===== src/rtl/shader_fetch.sv =====
// shader_fetch: runtime-writable program store that streams one instruction per cycle to the
// execute stage on each pixel start, plus the 6-bit frame-time counter.
module shader_fetch #(
   parameter int NUM_INSTR = 16,
   parameter int ADDR_W    = $clog2(NUM_INSTR)
) (
   input  logic              clk_i,
   input  logic              rst_i,
   input  logic              prog_we_i,
   input  logic [ADDR_W-1:0] prog_addr_i,
   input  logic [7:0]        prog_data_i,
   input  logic              start_i,
   input  logic              frame_i,
   output logic [7:0]        instr_o,
   output logic              execute_o,
   output logic              busy_o,
   output logic              done_o,
   output logic [5:0]        time_o
);
   localparam logic [0:0] IDLE = 1'b0;
   localparam logic [0:0] RUN  = 1'b1;
   logic [0:0]        state_q, state_d;
   logic [ADDR_W-1:0] pc_q, pc_d;
   logic [7:0]        instr_q, instr_d;
   logic              execute_q, execute_d, done_q, done_d;
   logic [5:0]        time_q, time_d;
   logic [7:0]        mem_q [NUM_INSTR];
   logic [7:0]        mem_d [NUM_INSTR];
   logic              fetch, last;
   // pc wraps to 0 on the final fetch, so IDLE and a back-to-back restart both fetch slot 0
   always_comb begin
      fetch     = (state_q == RUN) || start_i;
      last      = pc_q == ADDR_W'(NUM_INSTR - 1);
      mem_d     = mem_q;
      if (prog_we_i) mem_d[prog_addr_i] = prog_data_i;
      instr_d   = fetch ? mem_q[pc_q] : instr_q;
      execute_d = fetch;
      pc_d      = fetch ? pc_q + 1'b1 : pc_q;
      done_d    = (state_q == RUN) && last;
      state_d   = (((state_q == RUN) && !last) || start_i) ? RUN : IDLE;
      time_d    = time_q + 6'(frame_i);
   end
   always_ff @(posedge clk_i) begin
      if (rst_i) begin
         state_q   <= IDLE;
         pc_q      <= '0;
         instr_q   <= 8'h40;
         execute_q <= 1'b0;
         done_q    <= 1'b0;
         time_q    <= '0;
         mem_q     <= '{default: 8'h40};
      end else begin
         state_q   <= state_d;
         pc_q      <= pc_d;
         instr_q   <= instr_d;
         execute_q <= execute_d;
         done_q    <= done_d;
         time_q    <= time_d;
         mem_q     <= mem_d;
      end
   end
   assign instr_o   = instr_q;
   assign execute_o = execute_q;
   assign busy_o    = execute_q;
   assign done_o    = done_q;
   assign time_o    = time_q;
endmodule

===== config.mk =====
export PLATFORM = sky130hd
export DESIGN_NAME = shader_fetch
export DESIGN_NICKNAME = d
export VERILOG_FILES = /design/src/rtl/shader_fetch.sv
export SDC_FILE = /design/constraint.sdc
export NUM_CORES = 1
export LEC_CHECK = 0
export CAP_MARGIN = 20
export CORE_MARGIN = 1.5
export CORE_UTILIZATION = 50
export DETAILED_ROUTE_END_ITERATION = 8
export PLACE_DENSITY = 0.68
export SLEW_MARGIN = 10
export SYNTH_ARGS = -nofsm -noshare
export SYNTH_HDL_FRONTEND = slang
export SYNTH_SLANG_ARGS = --single-unit

===== constraint.sdc =====
create_clock -name clk_i -period 1.95 [get_ports clk_i]
set_input_delay 0.39 -clock clk_i [delete_from_list [all_inputs] [get_ports clk_i]]
set_output_delay 0.39 -clock clk_i [all_outputs]
set_load 0.02 [all_outputs]

==> results_dict.tcl, run 1 <==
set metrics [dict create \
    postRouteAntennaNets 0 \
    p_int_mw 5.737 \
    io_buffers 33 \
    nets 781 \
    p_switching_mw 1.656 \
    pwr-share-seq_pct 42.4 \
    stdcell_count 946 \
    cap_violations 0 \
    yosysUniqueCellTypes 39 \
    crit_type "in -> reg" \
    grt_overflow 0 \
    drv_slew 0 \
    wl_mm 17.49 \
    synth_edf_count 0 \
    postCtsSetupRepairBufs 0 \
    root_buffer "clkbuf_16" \
    synthCells 704 \
    r2r_end "instr_o[2]" \
    antenna_found_initial 0 \
    area_delta_synth_final_pct 22.05 \
    ys_seq_elements 149 \
    r2r_cells 5 \
    fin_hold_ws_ns 0.3862 \
    place_ws_ns -0.3287 \
    vias 5564 \
    cts.htree.levels 4 \
    setup_ws_ns 0.1317 \
    holdPathEnd "mem_q[28]" \
    dp_hpwl_mm 11.75 \
    reg2reg_slack_ns 0.18 \
    max_freq_mhz 550.0 \
    post_cts_resized 0 \
    die_w_um 117.2 \
    power.total_mw 7.392 \
    swShare_pct 22.40 \
    cts_sinks 149 \
    busiest_layer "met2" \
    worstPathMaxFanout 8 \
    cp-start-kind "input port" \
    holdPathStages 2 \
    grtUsageMet2_pct 43.06 \
    grt_max_degree 60 \
    ctsHoldBuffers 0 \
    ioPinCount 34 \
    dpl_cell_area_mm2 0.007307 \
    cts_buffer_depth 2 \
    drt_iter0_markers 476 \
    crit_required_ns 2.30 \
    setup_viol 0 \
    worstMarginPinSlew_ns 0.8642 \
    slew_headroom_pct 42.17 \
    firstDrtPassIters 5 \
    cts_buffers 17 \
    cp_cell_sequence "clkdlybuf4s50_1 > nand3b_4 > buf_4 > nor2_1 > nand2_1 > a21oi_1" \
    hp-class "in -> reg" \
    gr-usage-met3_pct 4.892 \
    cpMaxStageDelayCell "clkdlybuf4s50_1" \
    diodes 0 \
    peakVddDrop_mv 0.7100 \
    place.gp.congestion 0.8977 \
    clk_latency_ns 0.42 \
    rsz0062_at_grt "no" \
    min_from "rst_i" \
    routedWlPerCell_um 18.49 \
    p_clk_share_pct 48.7 \
    synthArstFlopShare_pct 0 \
    path_clk_slew_ns 0.06 \
    via_per_inst 5.882 \
    synthFlopType "dfxtp_1" \
    power_density_mw_per_mm2 929.1 \
    place_inst 914 \
    fin_skew_ns 0.006194 \
    grt_pass1_vias 5209 \
    status "finished clean" \
    ys_seq_area_share_pct 45.76 \
    hold_viol_final 0 \
    drc 0 \
    period_share_pct 93.24 \
    fin_crit_ns 1.818 \
    syn_nets 724 \
    row_count 41 \
    start_util_pct 51.45 \
    r2r_start "pc_q[1]" \
    cts_tree "done" \
    yosys_warnings 0 \
    grt_pass1_wl_mm 27.32 \
    arrival_ns 2.17 \
    die_area_mm2 0.01373 \
    critPathCaptureType "register" \
    stdcell_area_mm2 0.007956 \
    drive_above_1_share_pct 15.76 \
    grtUsageTotal_pct 26.60 \
    cellLeakagePower_nw 2.975 \
    comb_power_share_pct 8.9 \
    core_area_mm2 0.01267 \
    synthesis.area_mm2 0.006519 \
    crit_path_max_incr_delay_ns 0.54 \
    die_h_um 117.2 \
    syn_area_per_cell_um2 9.260 \
    use_met1_pct 35.51 \
]
cells in the final DEF, fill, tap and decap left out, types with 5 or more instances in the layout:
master           count
a211o_1              7
a21oi_1             71
a22oi_1             14
a31oi_1              6
buf_12               5
buf_4               60
bufinv_16            5
clkbuf_16           17
clkdlybuf4s50_1     32
clkinv_2             5
dfxtp_1            148
mux2i_1             77
mux4_2              18
nand2_1             87
nand3_1             13
nand3b_1            10
nor2_1              69
nor2b_1              5
nor3b_1              7
o21ai_0             78
cells by family after synthesis:
logic type               count (synthesis)  share of synthesized area (%)
AO/OA/AOI/OAI                          179                          14.93
XOR/XNOR                                 7                         0.9405
adder cells (fa/ha/maj)                  3                         0.5759
buffers and inverters                   61                          4.702
flip-flops                             149                          45.76
multiplexers                            96                          18.21
AND/OR/NAND/NOR                        209                          14.88
power by group through the flow:
stage                     Sequential [mW]  Combinational [mW]  Clock (mW)
after floorplan                      3.20               0.368           0
after global placement               3.20               0.633           0
after detailed placement             3.20               0.644           0
after CTS                            3.14               0.649        3.61
after global routing                 3.14               0.699        3.76
final                                3.14               0.655        3.60
registers in the layout, summed over array words and instances (netlist names):
| signal | count |
|---|---|
| busy_o | 1 |
| done_o | 1 |
| instr_o | 8 |
| mem_q | 128 |
| pc_q | 4 |
| state_q | 1 |
| time_o | 6 |
metrics by stage:
stage | TNS (ns) | util (%)
floorplan | 0 | -
global placement | -7.652 | 57.67
detailed placement | -12.61 | 57.67
CTS | 0 | 62.79
global route | 0 | 62.79
finish | 0 | 62.79
metal layers:
layer | up-vias | part of all wire, %
met5 | - | 0
met4 | 0 | 2.2
met3 | 42 | 7.1
met2 | 246 | 47
met1 | 2688 | 43
li1 | 2588 | -
how the worst max path moves through the flow:
stage                        start          to  slack, ns  depth (start not counted)
CTS                      time_o[2]   time_o[2]       0.12                          1
finish              prog_addr_i[2]   mem_q[51]       0.13                          6
global route        prog_addr_i[2]   mem_q[51]       0.04                          6
detailed placement  prog_addr_i[2]   mem_q[55]      -0.33                          6
global placement    prog_addr_i[2]   mem_q[32]      -0.23                          5
floorplan                  pc_q[2]  instr_o[6]       0.41                          5
worst max-delay path, delay by kind of cell:
kind                   cells  cell delay (ns)
AOI/OAI and AO/OA          1             0.16
buffers and inverters      2             0.70
and+or+nand+nor            3             0.93
final cells by class:
| cell class | count | area (um^2) |
|---|---|---|
| clock buffer | 22 | 474.2 |
| clock inverter | 10 | 175.2 |
| fill | 1083 | 4715 |
| inverter | 2 | 7.507 |
| multi-input combinational | 494 | 3229 |
| sequential | 149 | 2984 |
| tap | 172 | 215.2 |
| timing repair buffer | 97 | 870.8 |
cell usage after synthesis (2+ instances only):
cell	instances	area [um^2]
dfxtp_1	149	2983
nand2_1	87	326.6
o21ai_0	78	390.4
mux2i_1	77	770.7
a21oi_1	71	355.3
nor2_1	69	259.0
clkbuf_1	39	146.4
mux4_2	18	405.4
a22oi_1	14	105.1
nand3_1	13	65.06
nand3b_1	10	75.07
buf_4	9	67.56
a211o_1	7	61.31
nor3b_1	7	52.55
a31oi_1	6	37.54
buf_2	5	25.02
buf_6	5	56.30
nor2b_1	5	31.28
xnor2_1	4	35.03
ha_1	3	37.54
nand2b_1	3	18.77
or3_1	3	18.77
xor2_1	3	26.28
inv_1	2	7.510
nand3b_4	2	40.04
nor3_1	2	10.01
(Power assumes the default switching activity.)
==> run 2: changes to the inputs <==
- HOLD_SLACK_MARGIN: default -> 0.02
==> results of run 2 <==
Final layout, timing and power as in run 1 (identical DEF).
==> run 3: changes to the inputs <==
- ABC_AREA: default -> 1
==> results_dict.tcl, run 3 <==
set metrics [dict create \
    cellLeakagePower_nw 3.375 \
    crit_type "reg -> out" \
    cts_sinks 149 \
    root_buffer "clkbuf_16" \
    synth-adder-area-share_pct 0.5678 \
    postCtsSetupRepairBufs 0 \
    io_buffers 33 \
    grtUsageTotal_pct 26.84 \
    r2r_end "instr_o[5]" \
    cts_buffer_depth 2 \
    setup_viol 0 \
    ys_top_cells_by_count "nand2_1 (174), dfxtp_1 (149), o21ai_0 (132)" \
    antenna_found_initial 0 \
    holdPathEnd "mem_q[121]" \
    grt_overflow 0 \
    min_from "mem_q[121]" \
    synth_top_area_share_pct 45.12 \
    cts_buffers 17 \
    syn_area_per_cell_um2 6.830 \
    synthesis.area_mm2 0.006611 \
    grt_pass1_wl_mm 29.37 \
    r2r_start "pc_q[0]" \
    pwr-share-seq_pct 42.0 \
    routedWlPerCell_um 15.11 \
    swShare_pct 24.27 \
    drt_iter0_markers 563 \
    ys_seq_elements 149 \
    hold_viol_final 0 \
    die_area_mm2 0.01392 \
    crit_required_ns 1.56 \
    regMostFlops "mem_q" \
    crit_path_max_incr_delay_ns 0.62 \
    area_delta_synth_final_pct 21.18 \
    power_density_mw_per_mm2 940.9 \
    max_freq_mhz 551.9 \
    cts.htree.levels 4 \
    place_inst 1162 \
    largest_reg_flops 128 \
    synth_top_family_by_area "simple AND/OR/NAND/NOR gates" \
    worstMarginPinSlew_ns 0.4225 \
    dpl_cell_area_mm2 0.007376 \
    grt_pass1_vias 5789 \
    worstPathMaxFanout 4 \
    critPathCaptureType "output pin" \
    clk_latency_ns 0.43 \
    synthFlopType "dfxtp_1" \
    synth_compound_area_share_pct 19.04 \
    synth_top_cell_by_area "dfxtp_1" \
    synth_xor_area_share_pct 0.1325 \
    stdcell_area_mm2 0.008011 \
    synthTopCellsByArea "dfxtp_1 (45%), o21ai_0 (10%), nand2_1 (9.9%)" \
    p_clk_share_pct 46.7 \
    crit_family "buffers and inverters" \
    cap_violations 0 \
    start_util_pct 51.76 \
    yosysMostFrequentCell "nand2_1" \
    peakVddDrop_mv 0.6671 \
    synthMuxAreaShare_pct 0 \
    grt_max_degree 64 \
    cp_cell_sequence "clkdlybuf4s50_1" \
    p_switching_mw 1.829 \
    period_share_pct 92.91 \
    tns_ns 0 \
    core_area_mm2 0.01277 \
    comb_power_share_pct 11.3 \
    synthCells 968 \
    drive_above_1_share_pct 8.708 \
    die_w_um 118.0 \
    cp-start-kind "register" \
    cts_tree "done" \
    synth_edf_count 0 \
    hp-class "reg -> reg" \
    ioPinCount 34 \
    r2r_cells 6 \
    final_cell_mix "nand2_1 (174), dfxtp_1 (148), o21ai_0 (132)" \
    nets 1029 \
    synthSimpleGateAreaFrac_pct 23.71 \
    ctsHoldBuffers 0 \
    path_clk_slew_ns 0.06 \
    vias 6251 \
    fin_skew_ns 0.006028 \
    firstDrtPassIters 7 \
    drv_slew 0 \
    synthArstFlopShare_pct 0 \
    slew_headroom_pct 71.83 \
    fin_crit_ns 1.812 \
    reg2reg_slack_ns 0.39 \
    postRouteAntennaNets 0 \
    cp_num_buf_inv 1 \
    drc 0 \
    diodes 0 \
    yosys_warnings 0 \
    via_per_inst 5.235 \
    die_h_um 118.0 \
    syn_nets 988 \
    p_int_mw 5.709 \
    post_cts_resized 0 \
    rsz0062_at_grt "no" \
    stdcell_count 1194 \
    final_common_cell "nand2_1" \
    arrival_ns 1.42 \
    dp_hpwl_mm 11.45 \
    cpMaxStageDelayCell "clkdlybuf4s50_1" \
    place.gp.congestion 0.8441 \
    wl_mm 18.05 \
    status "finished clean" \
    yosysUniqueCellTypes 22 \
    holdPathStages 2 \
    ys_seq_area_share_pct 45.12 \
    row_count 41 \
]
run 3: area by class of cell:
cell class                      count  area [um^2]
Clock inverter                      9        147.6
Inverter                          126        473.0
Timing Repair Buffer               83        830.8
Clock buffer                       23        488.0
Sequential cell                   149         2984
Multi-Input combinational cell    632         2873
Tap cell                          172        215.2
Fill cell                        1202         4762
run 3: worst max-delay path by stage:
stage | start | end | slack (ns) | depth (start not counted)
floorplan | prog_we_i | mem_q[67] | 0.68 | 8
global placement | prog_addr_i[3] | mem_q[72] | 0.06 | 8
detailed placement | prog_addr_i[3] | mem_q[76] | 0.02 | 8
CTS | time_o[4] | time_o[4] | 0.12 | 1
global route | time_o[4] | time_o[4] | 0.07 | 1
finish | time_o[4] | time_o[4] | 0.14 | 1
run 3: layer usage:
layer	global-route usage [%]	part of all wire, %	wire length [um]	vias up
li1	-	-	-	3185
met1	34.28	45	8173	2868
met2	44.44	47	8470	161
met3	5.426	5.1	925	37
met4	10.67	2.6	476	0
met5	0	0	0	-
run 3: metrics by stage:
step | setup slack, ns | util (%) | hold slack (ns) | power (mW)
after floorplan | 0.6786 | - | 0.4244 | 3.760
after global placement | 0.06062 | 57.74 | 0.4334 | 4.066
after detailed placement | 0.01924 | 57.74 | 0.4401 | 4.075
after CTS | 0.1209 | 62.72 | 0.4487 | 7.560
after global routing | 0.07107 | 62.72 | 0.4694 | 7.774
final | 0.1382 | 62.72 | 0.4463 | 7.538
run 3: cell families after synthesis:
logic type / after synthesis
XOR/XNOR: 1
AND/OR/NAND/NOR: 380
adder cells (fa/ha/maj): 3
flip-flops: 149
AO/OA/AOI/OAI: 248
buffers and inverters: 187
run 3: worst register-to-register path, delay by kind of cell, from the launching register on:
kind	cells	cell delay, ns
AOI/OAI and AO/OA	2	0.56
DFF	1	0.34
buffers and inverters	1	0.24
and+or+nand+nor	3	0.35
run 3: power groups by stage:
stage / Combinational [mW] / Sequential, mW / Clock, mW
final: 0.851 / 3.17 / 3.52
after global routing: 0.944 / 3.17 / 3.66
after CTS: 0.850 / 3.17 / 3.54
after detailed placement: 0.843 / 3.23 / 0
after global placement: 0.836 / 3.23 / 0
after floorplan: 0.512 / 3.25 / 0
